$ cat src/rtl/soc_bus_pkg.sv
// Shared bus definitions: bridge FSM state encodings, error cause codes, and the byte-select helper.
// Latency: none (type and function declarations only).
// Backpressure: none.
package soc_bus_pkg;

  typedef enum logic [1:0] {
    BUS_IDLE = 2'b00,
    BUS_WAIT = 2'b01,
    BUS_RESP = 2'b10
  } bus_state_e;

  typedef enum logic [1:0] {
    CAUSE_NONE    = 2'b00,
    CAUSE_SLAVE   = 2'b01,
    CAUSE_TIMEOUT = 2'b10
  } err_cause_e;

  // Reads select every byte lane; writes use the CPU strobes unchanged.
  function automatic logic [3:0] wb_sel(input logic [3:0] wstrb);
    return (|wstrb) ? wstrb : 4'b1111;
  endfunction

endpackage

$ cat src/rtl/bus_timeout_cnt.sv
// Saturating cycle counter that flags the last allowed wait cycle of a bus access.
// Latency: expire_o is combinational from the registered count; clr_i and en_i act at the next edge.
// Backpressure: none; the counter holds at its maximum value and never wraps.
module bus_timeout_cnt #(
  parameter int TIMEOUT = 256
) (
  input  logic clock_main,
  input  logic rst_n,
  input  logic clr_i,
  input  logic en_i,
  output logic expire_o
);

  localparam int CW = (TIMEOUT > 0) ? $clog2(TIMEOUT + 1) : 1;
  localparam logic [CW-1:0] LAST = CW'(TIMEOUT - 1);

  logic [CW-1:0] cnt_q, cnt_d;

  // Next count: clear has priority, otherwise count up while enabled and below saturation.
  always_comb begin
    cnt_d = cnt_q;
    if (clr_i) begin
      cnt_d = '0;
    end else if (en_i && (cnt_q != '1)) begin
      cnt_d = cnt_q + 1'b1;
    end
  end

  // Count register with synchronous active-low reset.
  always_ff @(posedge clock_main) begin
    if (!rst_n) begin
      cnt_q <= '0;
    end else begin
      cnt_q <= cnt_d;
    end
  end

  // A TIMEOUT of zero means the access is never timed out.
  assign expire_o = (TIMEOUT != 0) && en_i && (cnt_q == LAST);

endmodule

$ cat src/rtl/mem_wb_bridge.sv
// Bridges a CPU valid/ready memory port onto a Wishbone master for one address window, with sticky error reporting.
// Latency: 3 cycles from request to mem_ready when the slave acks in the first wait cycle; each extra wait cycle adds one.
// Backpressure: waits on ack/err or timeout; requests are not accepted while an access or its response is pending.
module mem_wb_bridge
  import soc_bus_pkg::*;
#(
  parameter logic [31:0] BASE_ADDR = 32'h0300_0000,
  parameter logic [31:0] WIN_MASK  = 32'hFF00_0000,
  parameter int          TIMEOUT   = 256,
  parameter logic [31:0] ERR_RDATA = 32'hDEAD_BEEF
) (
  input  logic        clock_main,
  input  logic        rst_n,
  input  logic        mem_valid,
  input  logic [31:0] mem_addr,
  input  logic [31:0] mem_wdata,
  input  logic [3:0]  mem_wstrb,
  output logic        mem_ready,
  output logic [31:0] mem_rdata,
  output logic [31:0] wbm_adr_o,
  output logic [31:0] wbm_dat_o,
  input  logic [31:0] wbm_dat_i,
  output logic        wbm_we_o,
  output logic [3:0]  wbm_sel_o,
  output logic        wbm_stb_o,
  output logic        wbm_cyc_o,
  input  logic        wbm_ack_i,
  input  logic        wbm_err_i,
  input  logic        err_clr,
  output logic        bus_err_irq,
  output logic [31:0] err_addr,
  output logic [1:0]  err_cause
);

  bus_state_e  state_q, state_d;
  logic [31:0] adr_q, adr_d;
  logic [31:0] dat_q, dat_d;
  logic        we_q, we_d;
  logic [3:0]  sel_q, sel_d;
  logic        cyc_q, cyc_d;
  logic        ready_q, ready_d;
  logic [31:0] rdata_q, rdata_d;
  logic        err_flag_q, err_flag_d;
  err_cause_e  cause_q, cause_d;
  logic [31:0] eaddr_q, eaddr_d;

  logic hit;
  logic cnt_clr, cnt_en, cnt_expire;

  assign hit = (mem_addr & WIN_MASK) == BASE_ADDR;

  bus_timeout_cnt #(
    .TIMEOUT (TIMEOUT)
  ) u_timeout (
    .clock_main (clock_main),
    .rst_n      (rst_n),
    .clr_i      (cnt_clr),
    .en_i       (cnt_en),
    .expire_o   (cnt_expire)
  );

  // Next-state and datapath decode; a new error in the same cycle overrides err_clr.
  always_comb begin
    state_d    = state_q;
    adr_d      = adr_q;
    dat_d      = dat_q;
    we_d       = we_q;
    sel_d      = sel_q;
    cyc_d      = cyc_q;
    ready_d    = 1'b0;
    rdata_d    = rdata_q;
    err_flag_d = err_flag_q;
    cause_d    = cause_q;
    eaddr_d    = eaddr_q;
    cnt_clr    = 1'b0;
    cnt_en     = 1'b0;

    if (err_clr) begin
      err_flag_d = 1'b0;
      cause_d    = CAUSE_NONE;
    end

    case (state_q)
      BUS_IDLE: begin
        if (mem_valid && hit) begin
          adr_d   = mem_addr;
          dat_d   = mem_wdata;
          we_d    = |mem_wstrb;
          sel_d   = wb_sel(mem_wstrb);
          cyc_d   = 1'b1;
          cnt_clr = 1'b1;
          state_d = BUS_WAIT;
        end
      end
      BUS_WAIT: begin
        cnt_en = 1'b1;
        if (wbm_err_i) begin
          rdata_d    = ERR_RDATA;
          err_flag_d = 1'b1;
          cause_d    = CAUSE_SLAVE;
          eaddr_d    = adr_q;
          cyc_d      = 1'b0;
          we_d       = 1'b0;
          ready_d    = 1'b1;
          state_d    = BUS_RESP;
        end else if (wbm_ack_i) begin
          rdata_d = wbm_dat_i;
          cyc_d   = 1'b0;
          we_d    = 1'b0;
          ready_d = 1'b1;
          state_d = BUS_RESP;
        end else if (cnt_expire) begin
          rdata_d    = ERR_RDATA;
          err_flag_d = 1'b1;
          cause_d    = CAUSE_TIMEOUT;
          eaddr_d    = adr_q;
          cyc_d      = 1'b0;
          we_d       = 1'b0;
          ready_d    = 1'b1;
          state_d    = BUS_RESP;
        end
      end
      BUS_RESP: begin
        state_d = BUS_IDLE;
      end
      default: begin
        state_d = BUS_IDLE;
        cyc_d   = 1'b0;
        we_d    = 1'b0;
      end
    endcase
  end

  // State and output registers; reset clears everything including the sticky error record.
  always_ff @(posedge clock_main) begin
    if (!rst_n) begin
      state_q    <= BUS_IDLE;
      adr_q      <= '0;
      dat_q      <= '0;
      we_q       <= 1'b0;
      sel_q      <= '0;
      cyc_q      <= 1'b0;
      ready_q    <= 1'b0;
      rdata_q    <= '0;
      err_flag_q <= 1'b0;
      cause_q    <= CAUSE_NONE;
      eaddr_q    <= '0;
    end else begin
      state_q    <= state_d;
      adr_q      <= adr_d;
      dat_q      <= dat_d;
      we_q       <= we_d;
      sel_q      <= sel_d;
      cyc_q      <= cyc_d;
      ready_q    <= ready_d;
      rdata_q    <= rdata_d;
      err_flag_q <= err_flag_d;
      cause_q    <= cause_d;
      eaddr_q    <= eaddr_d;
    end
  end

  assign wbm_adr_o   = adr_q;
  assign wbm_dat_o   = dat_q;
  assign wbm_we_o    = we_q;
  assign wbm_sel_o   = sel_q;
  assign wbm_cyc_o   = cyc_q;
  assign wbm_stb_o   = cyc_q;
  assign mem_ready   = ready_q;
  assign mem_rdata   = rdata_q;
  assign bus_err_irq = err_flag_q;
  assign err_cause   = cause_q;
  assign err_addr    = eaddr_q;

endmodule

$ cat config.mk
export PLATFORM = sky130hd
export DESIGN_NAME = mem_wb_bridge
export DESIGN_NICKNAME = d
export VERILOG_FILES = /design/src/rtl/soc_bus_pkg.sv /design/src/rtl/bus_timeout_cnt.sv /design/src/rtl/mem_wb_bridge.sv
export SDC_FILE = /design/constraint.sdc
export NUM_CORES = 1
export LEC_CHECK = 0
export BUFFER_PORTS_ARGS = -buffer_cell sky130_fd_sc_hd__buf_4
export CAP_MARGIN = 20
export CORE_UTILIZATION = 44
export CTS_BUF_LIST = sky130_fd_sc_hd__clkbuf_2 sky130_fd_sc_hd__clkbuf_4 sky130_fd_sc_hd__clkbuf_8
export DETAILED_ROUTE_END_ITERATION = 16
export GPL_TIMING_DRIVEN = 0
export PLACE_DENSITY = 0.83
export SLEW_MARGIN = 15
export SYNTH_ARGS = -nofsm -noshare
export SYNTH_HDL_FRONTEND = slang
export SYNTH_SLANG_ARGS = --single-unit
$ cat constraint.sdc
create_clock -name clock_main -period 2.1 [get_ports clock_main]
set_clock_uncertainty 0.2 [all_clocks]
set_input_delay 0 -clock clock_main [delete_from_list [all_inputs] [get_ports clock_main]]
set_output_delay 0 -clock clock_main [all_outputs]
set_load 0.03 [all_outputs]
[Yosys cells after proc, flatten, opt, wreduce, memory -nomap -nowiden]
Cells that the tools add are included.
Storage, ports and cells
  bits in registers: 149
  input port bits: 106
  output and inout bits: 139
  logic and storage cells: 72
Operators by class
  $add $sub $neg: 1
  equality and inequality tests: 8
  muxes and demuxes: 35
  bitwise operators: 2
  reduce and logical (&&, ||, !) cells: 14
Operators with widths (number)
  32-bit 2-to-1 mux: 6
  2-bit 2-to-1 mux: 9
  1-bit 2-to-1 mux: 16
  9-bit by 1-bit adder with 9-bit output, second input constant: 1
  9-bit by 8-bit == test with 1-bit output, second input constant: 1
  9-bit inequality test, second input constant: 1
  8-bit by 2-bit == test with 1-bit output, second input constant: 1
  2-bit AND reduction: 4
  1-bit one-hot mux with 3 select lines: 2
  3-bit AND reduction: 2
  4-bit 2-to-1 mux: 1
  4-bit inequality test, second input constant: 1
  2-bit one-hot mux with 2 select lines: 1
  4-bit OR reduction: 1
  1-bit logical AND: 3
  3-bit nonzero test: 1
  2-bit by 1-bit == test with 1-bit output, second input constant: 1
  2-bit == test, second input constant: 1
  2-bit zero test: 1
  2-bit by 1-bit inequality test with 1-bit output, second input constant: 1
  2-bit inequality test, second input constant: 1
  1-bit inverter: 2
  2-bit nonzero test: 1
  2-bit OR reduction: 1

[Longest topological paths before layout]
  depth after elaboration: 7
  mapped depth: 10
  gate-level depth less buffers: 8

[Cells and area by module]
A second synthesis with hierarchy kept.
Unflattened totals
  cells, all modules: 612
  area, all modules: 5486.5 µm²
By module, submodules not included
  mem_wb_bridge: times used 1, cells each 561, area each 5033.6 µm², sequential area each 2802.7 µm²
  bus_timeout_cnt: times used 1, cells each 51, area each 452.9 µm², sequential area each 180.2 µm²

[Worst setup path before layout]
No wires, ideal clock.
  path type: register to register
  from: register u_timeout.cnt_q[0]
  to: register rdata_q[10], in the netlist mem_rdata[10]
  setup time: 0.119 ns
  arrival time: 1.918 ns
  data required time: 1.781 ns
  slack: -0.136 ns
  stages on the path, launching flop included: 10
  buffers on the path: 2
  clock period less this slack: 2.236 ns
  cells stage by stage: dfxtp_1 -> ha_1 -> nand3_1 -> nor2_1 -> ha_1 -> or3_4 -> and2_1 -> buf_6 -> buf_6 -> o221a_2
Between the ends
  longest elaborated chain between the ends: 4
RTL lines
  start, declared: RTL line bus_timeout_cnt.sv:17  | logic [CW-1:0] cnt_q, cnt_d;
  start signal, assigned: RTL line bus_timeout_cnt.sv:34  | cnt_q <= cnt_d;
  9-bit by 8-bit == test with 1-bit output: RTL line bus_timeout_cnt.sv:39  | assign expire_o = (TIMEOUT != 0) && en_i && (cnt_q == LAST);
  1-bit logical AND: RTL line bus_timeout_cnt.sv:39
  3-bit nonzero test (no source line)
  2-bit AND reduction (no source line)
  end signal, assigned: RTL line mem_wb_bridge.sv:156  | rdata_q <= rdata_d;
  end, declared: RTL line mem_wb_bridge.sv:42  | logic [31:0] rdata_q, rdata_d;
No other way between the ends.
A chain may end at the register's enable or synchronous reset.

[Worst setup path after layout]
  from: register u_timeout.cnt_q[0]
  to: register rdata_q[23], in the netlist mem_rdata[23]
The elaborated chain is that of the path after synthesis.

==> load_flow_metrics.sql <==
INSERT INTO impl_metrics (metric_group, metric, value, unit) VALUES
('outcome', 'run_status', 'finished with violations', ''),
('outcome', 'violations', 'negative setup slack', ''),
('timing', 'layout_worst_path_cycle_share', '101', '%'),
('yosys', 'postSynthNetCount', '697', ''),
('global_routing', 'via_count_of_the_first_global_routing_pass', '5920', ''),
('cts', 'cts-root-to-sink-buffers', '2', ''),
('yosys', 'yosys_register_bits', '149', ''),
('drt', 'overall_via_count_from_detail_route', '5860', ''),
('finish', 'post_synthesis_to_final_layout_area_growth', '69.8', '%'),
('cts', 'path_clk_slew', '0.09', 'ns'),
('drt', 'wl_met2', '10.5', 'mm'),
('cts', 'cts.htree.levels', '4', ''),
('yosys', 'share_of_synthesized_area_occupied_by_flip_flops_and_latches', '54.2', '%'),
('cts', 'number_of_clock_buffers_inserted_by_tritoncts', '17', ''),
('timing', 'timing_worst_slew_pin_value', '0.883', 'ns'),
('yosys', 'ys_top_cells_by_area', 'dfxtp_1 (54%), nand2_1 (13%), a21boi_1 (9.8%)', ''),
('cts', 'numClockSinks', '149', ''),
('drt', 'uppermost_routed_layer', 'met4', ''),
('floorplan', 'die_width', '114', 'um'),
('timing', 'rsz0062_at_grt', 'true', ''),
('critical_path', 'timing.critical_path.to', 'mem_rdata[23]', ''),
('timing', 'finalSetupViolCount', '7', ''),
('timing', 'relSlewSlack', '41.2', '%'),
('cts', 'clock_tree.root_cell', 'clkbuf_8', ''),
('drt', 'drt_pre_antenna_iters', '5', ''),
('floorplan', 'fp.coreArea', '12100', 'um^2'),
('global_routing', 'initial_antenna_violation_count', '0', ''),
('yosys', 'post_synthesis_cells', '588', ''),
('finish', 'finish.net_count', '1064', ''),
('yosys', 'post_synth.cell_area_avg', '9.36', 'um^2'),
('yosys', 'yosysWarnings', '0', ''),
('drt', 'wl_met3', '1.23', 'mm'),
('place', 'place.detailed.instances', '999', ''),
('critical_path', 'end_kind', 'flop', ''),
('critical_path', 'worst-r2r-setup-slack', '-0.03', 'ns'),
('timing', 'setup_ws', '-0.0262', 'ns'),
('hold_path', 'worst_hold_startpoint', 'mem_addr[31]', ''),
('drt', 'antenna_left', '0', ''),
('timing', 'layout_min_cycle_time', '2.13', 'ns'),
('floorplan', 'placementRows', '40', ''),
('cts', 'worstSkewPairLatency', '0.44', 'ns'),
('drt', 'route.final.wire_length', '20.8', 'mm'),
('place', 'placed_cell_area', '7550', 'um^2'),
('global_routing', 'globalRouteOverflowTotal', '0', ''),
('finish', 'final_util', '77.2', '%'),
('global_routing', 'first_pass_grt_wire_length', '29.2', 'mm'),
('critical_path', 'regToRegStartpoint', 'u_timeout.cnt_q[0]', ''),
('timing', 'maxSlewViolCount', '0', ''),
('timing', 'timing.hold.ws', '0.0585', 'ns'),
('drt', 'drt-met1-wl', '7.78', 'mm'),
('global_routing', 'globalRouteTotalUtil', '29.3', '%'),
('drt', 'detail_route.vias_per_cell', '5.16', ''),
('run', 'maxCapViolations', '0', ''),
('yosys', 'cell_area_after_synthesis', '5500', 'um^2'),
('finish', 'final_cell_count_no_fill', '1135', ''),
('critical_path', 'cp_cell_sequence', 'ha_4, nand3_4, nor2_4, ha_4, or3_4, and2_4, buf_6, o221a_4', ''),
('drt', 'drc', '0', ''),
('pwr', 'vdd_ir_drop_max', '462', 'uV'),
('floorplan', 'io_pins', '245', ''),
('critical_path', 'timing.critical_path.from', 'u_timeout.cnt_q[0]', ''),
('timing', 'fmaxAchievable', '470', 'MHz'),
('critical_path', 'path_buf_inv', '1', ''),
('hold_path', 'hp-class', 'input port to flop', ''),
('critical_path', 'path_depth', '8', ''),
('place', 'gp_congestion', '0.777', ''),
('critical_path', 'worst_setup_sp_type', 'flop', ''),
('place', 'preCtsSetupSlack', '-0.296', 'ns'),
('critical_path', 'timing_worst_setup_path_type', 'flop to flop', ''),
('yosys', 'synth.largest_area_cell', 'dfxtp_1', ''),
('critical_path', 'critical_path.reg2reg.endpoint', 'mem_rdata[23]', ''),
('critical_path', 'cpLargestDelayFamily', 'simple AND/OR/NAND/NOR gates', '');
per-layer routing:
metal | vias to the layer above | GRT usage (%)
met5 | - | 0
met4 | 0 | 16.3
met3 | 86 | 7.23
met2 | 265 | 52.7
met1 | 2787 | 31.6
li1 | 2722 | -
area by class of cell:
type | count | area [um^2]
clock inverter | 8 | 168
multi-input combinational | 393 | 2510
fill | 766 | 2770
sequential | 149 | 2990
timing repair buffer | 349 | 2890
tap | 168 | 210
inverter | 2 | 7.51
buffer | 43 | 248
clock buffer | 23 | 317
cells in the final DEF, fill, tap and decap left out, types with 2 or more instances in the layout:
cell type	Yosys	routed
buf_4	8	259
nand2_1	192	191
dfxtp_1	149	145
dlygate4sd3_1	0	97
a21boi_1	72	74
a21boi_0	28	25
clkbuf_8	0	23
clkbuf_1	23	17
o221a_4	0	16
and3_1	10	10
nand3_1	11	10
nor2_1	10	9
buf_2	8	6
o221a_2	22	6
o221a_1	6	6
buf_6	4	5
bufinv_16	0	5
nand4_1	4	4
nor2b_1	4	3
xnor2_1	3	3
xor2_1	3	3
o21ai_0	3	3
clkbuf_2	0	3
dfxtp_2	0	3
inv_1	2	2
nor4b_2	1	2
nor3_1	3	2
o21a_1	3	2
clkbuf_4	0	2
a21oi_1	2	2
ha_4	0	2
clkinv_2	0	2
power by group:
group	switching, W	internal, W	total, W	leakage, nW
sequential	0.00000187	0.00282	0.00283	1.20
clock	0.00107	0.00160	0.00267	0.244
combinational	0.000149	0.000287	0.000436	2.54
total	0.00122	0.00471	0.00593	3.99
through the flow:
| stage | TNS [ns] | power [W] |
|---|---|---|
| floorplan | 0 | 0.00297 |
| global placement | -7.51 | 0.00315 |
| detailed placement | -9.50 | 0.00315 |
| CTS | 0 | 0.00589 |
| global route | -0.999 | 0.00609 |
| finish | -0.0580 | 0.00593 |
state kept, by name, summed over array words and instances (netlist names):
signal,count
wbm_adr_o,32
err_addr,32
wbm_dat_o,32
wbm_we_o,1
wbm_sel_o,4
mem_ready,1
wbm_cyc_o,1
u_timeout.cnt_q,9
err_cause,2
mem_rdata,32
bus_err_irq,1
state_q,2
worst min-delay path by stage:
stage / to / depth (start not counted)
after floorplan: wbm_dat_o[1] / 2
after global placement: wbm_dat_o[16] / 3
after detailed placement: wbm_dat_o[8] / 3
after CTS: wbm_cyc_o / 6
after global routing: wbm_cyc_o / 6
final: wbm_cyc_o / 6
worst min-delay path, stage by stage:
cell     delay (ns)
buf_4          0.08
nor4b_2        0.04
and4_1         0.16
buf_4          0.19
a21oi_1        0.14
nor2b_1        0.05
what timing repair did:
item | 4_1_cts | 5_1_grt
pin swaps | 5 | 5
endpoints found under the setup margin | 65 | 91
endpoints found under the hold margin | 128 | 0
gates cloned | 2 | 1
setup buffers | 5 | 1
gates resized for setup | 23 | 41
hold buffers | 97 | 0
cells by family after synthesis:
logic type	Yosys count	synth area share [%]
simple gates	244	18.8
flops	149	54.2
buf+inv	46	4.41
compound gates	139	20.8
mux	1	0.182
xor+xnor	6	0.955
fa+ha+maj	3	0.682
Note: power is estimated with default switching activity, not from simulation.
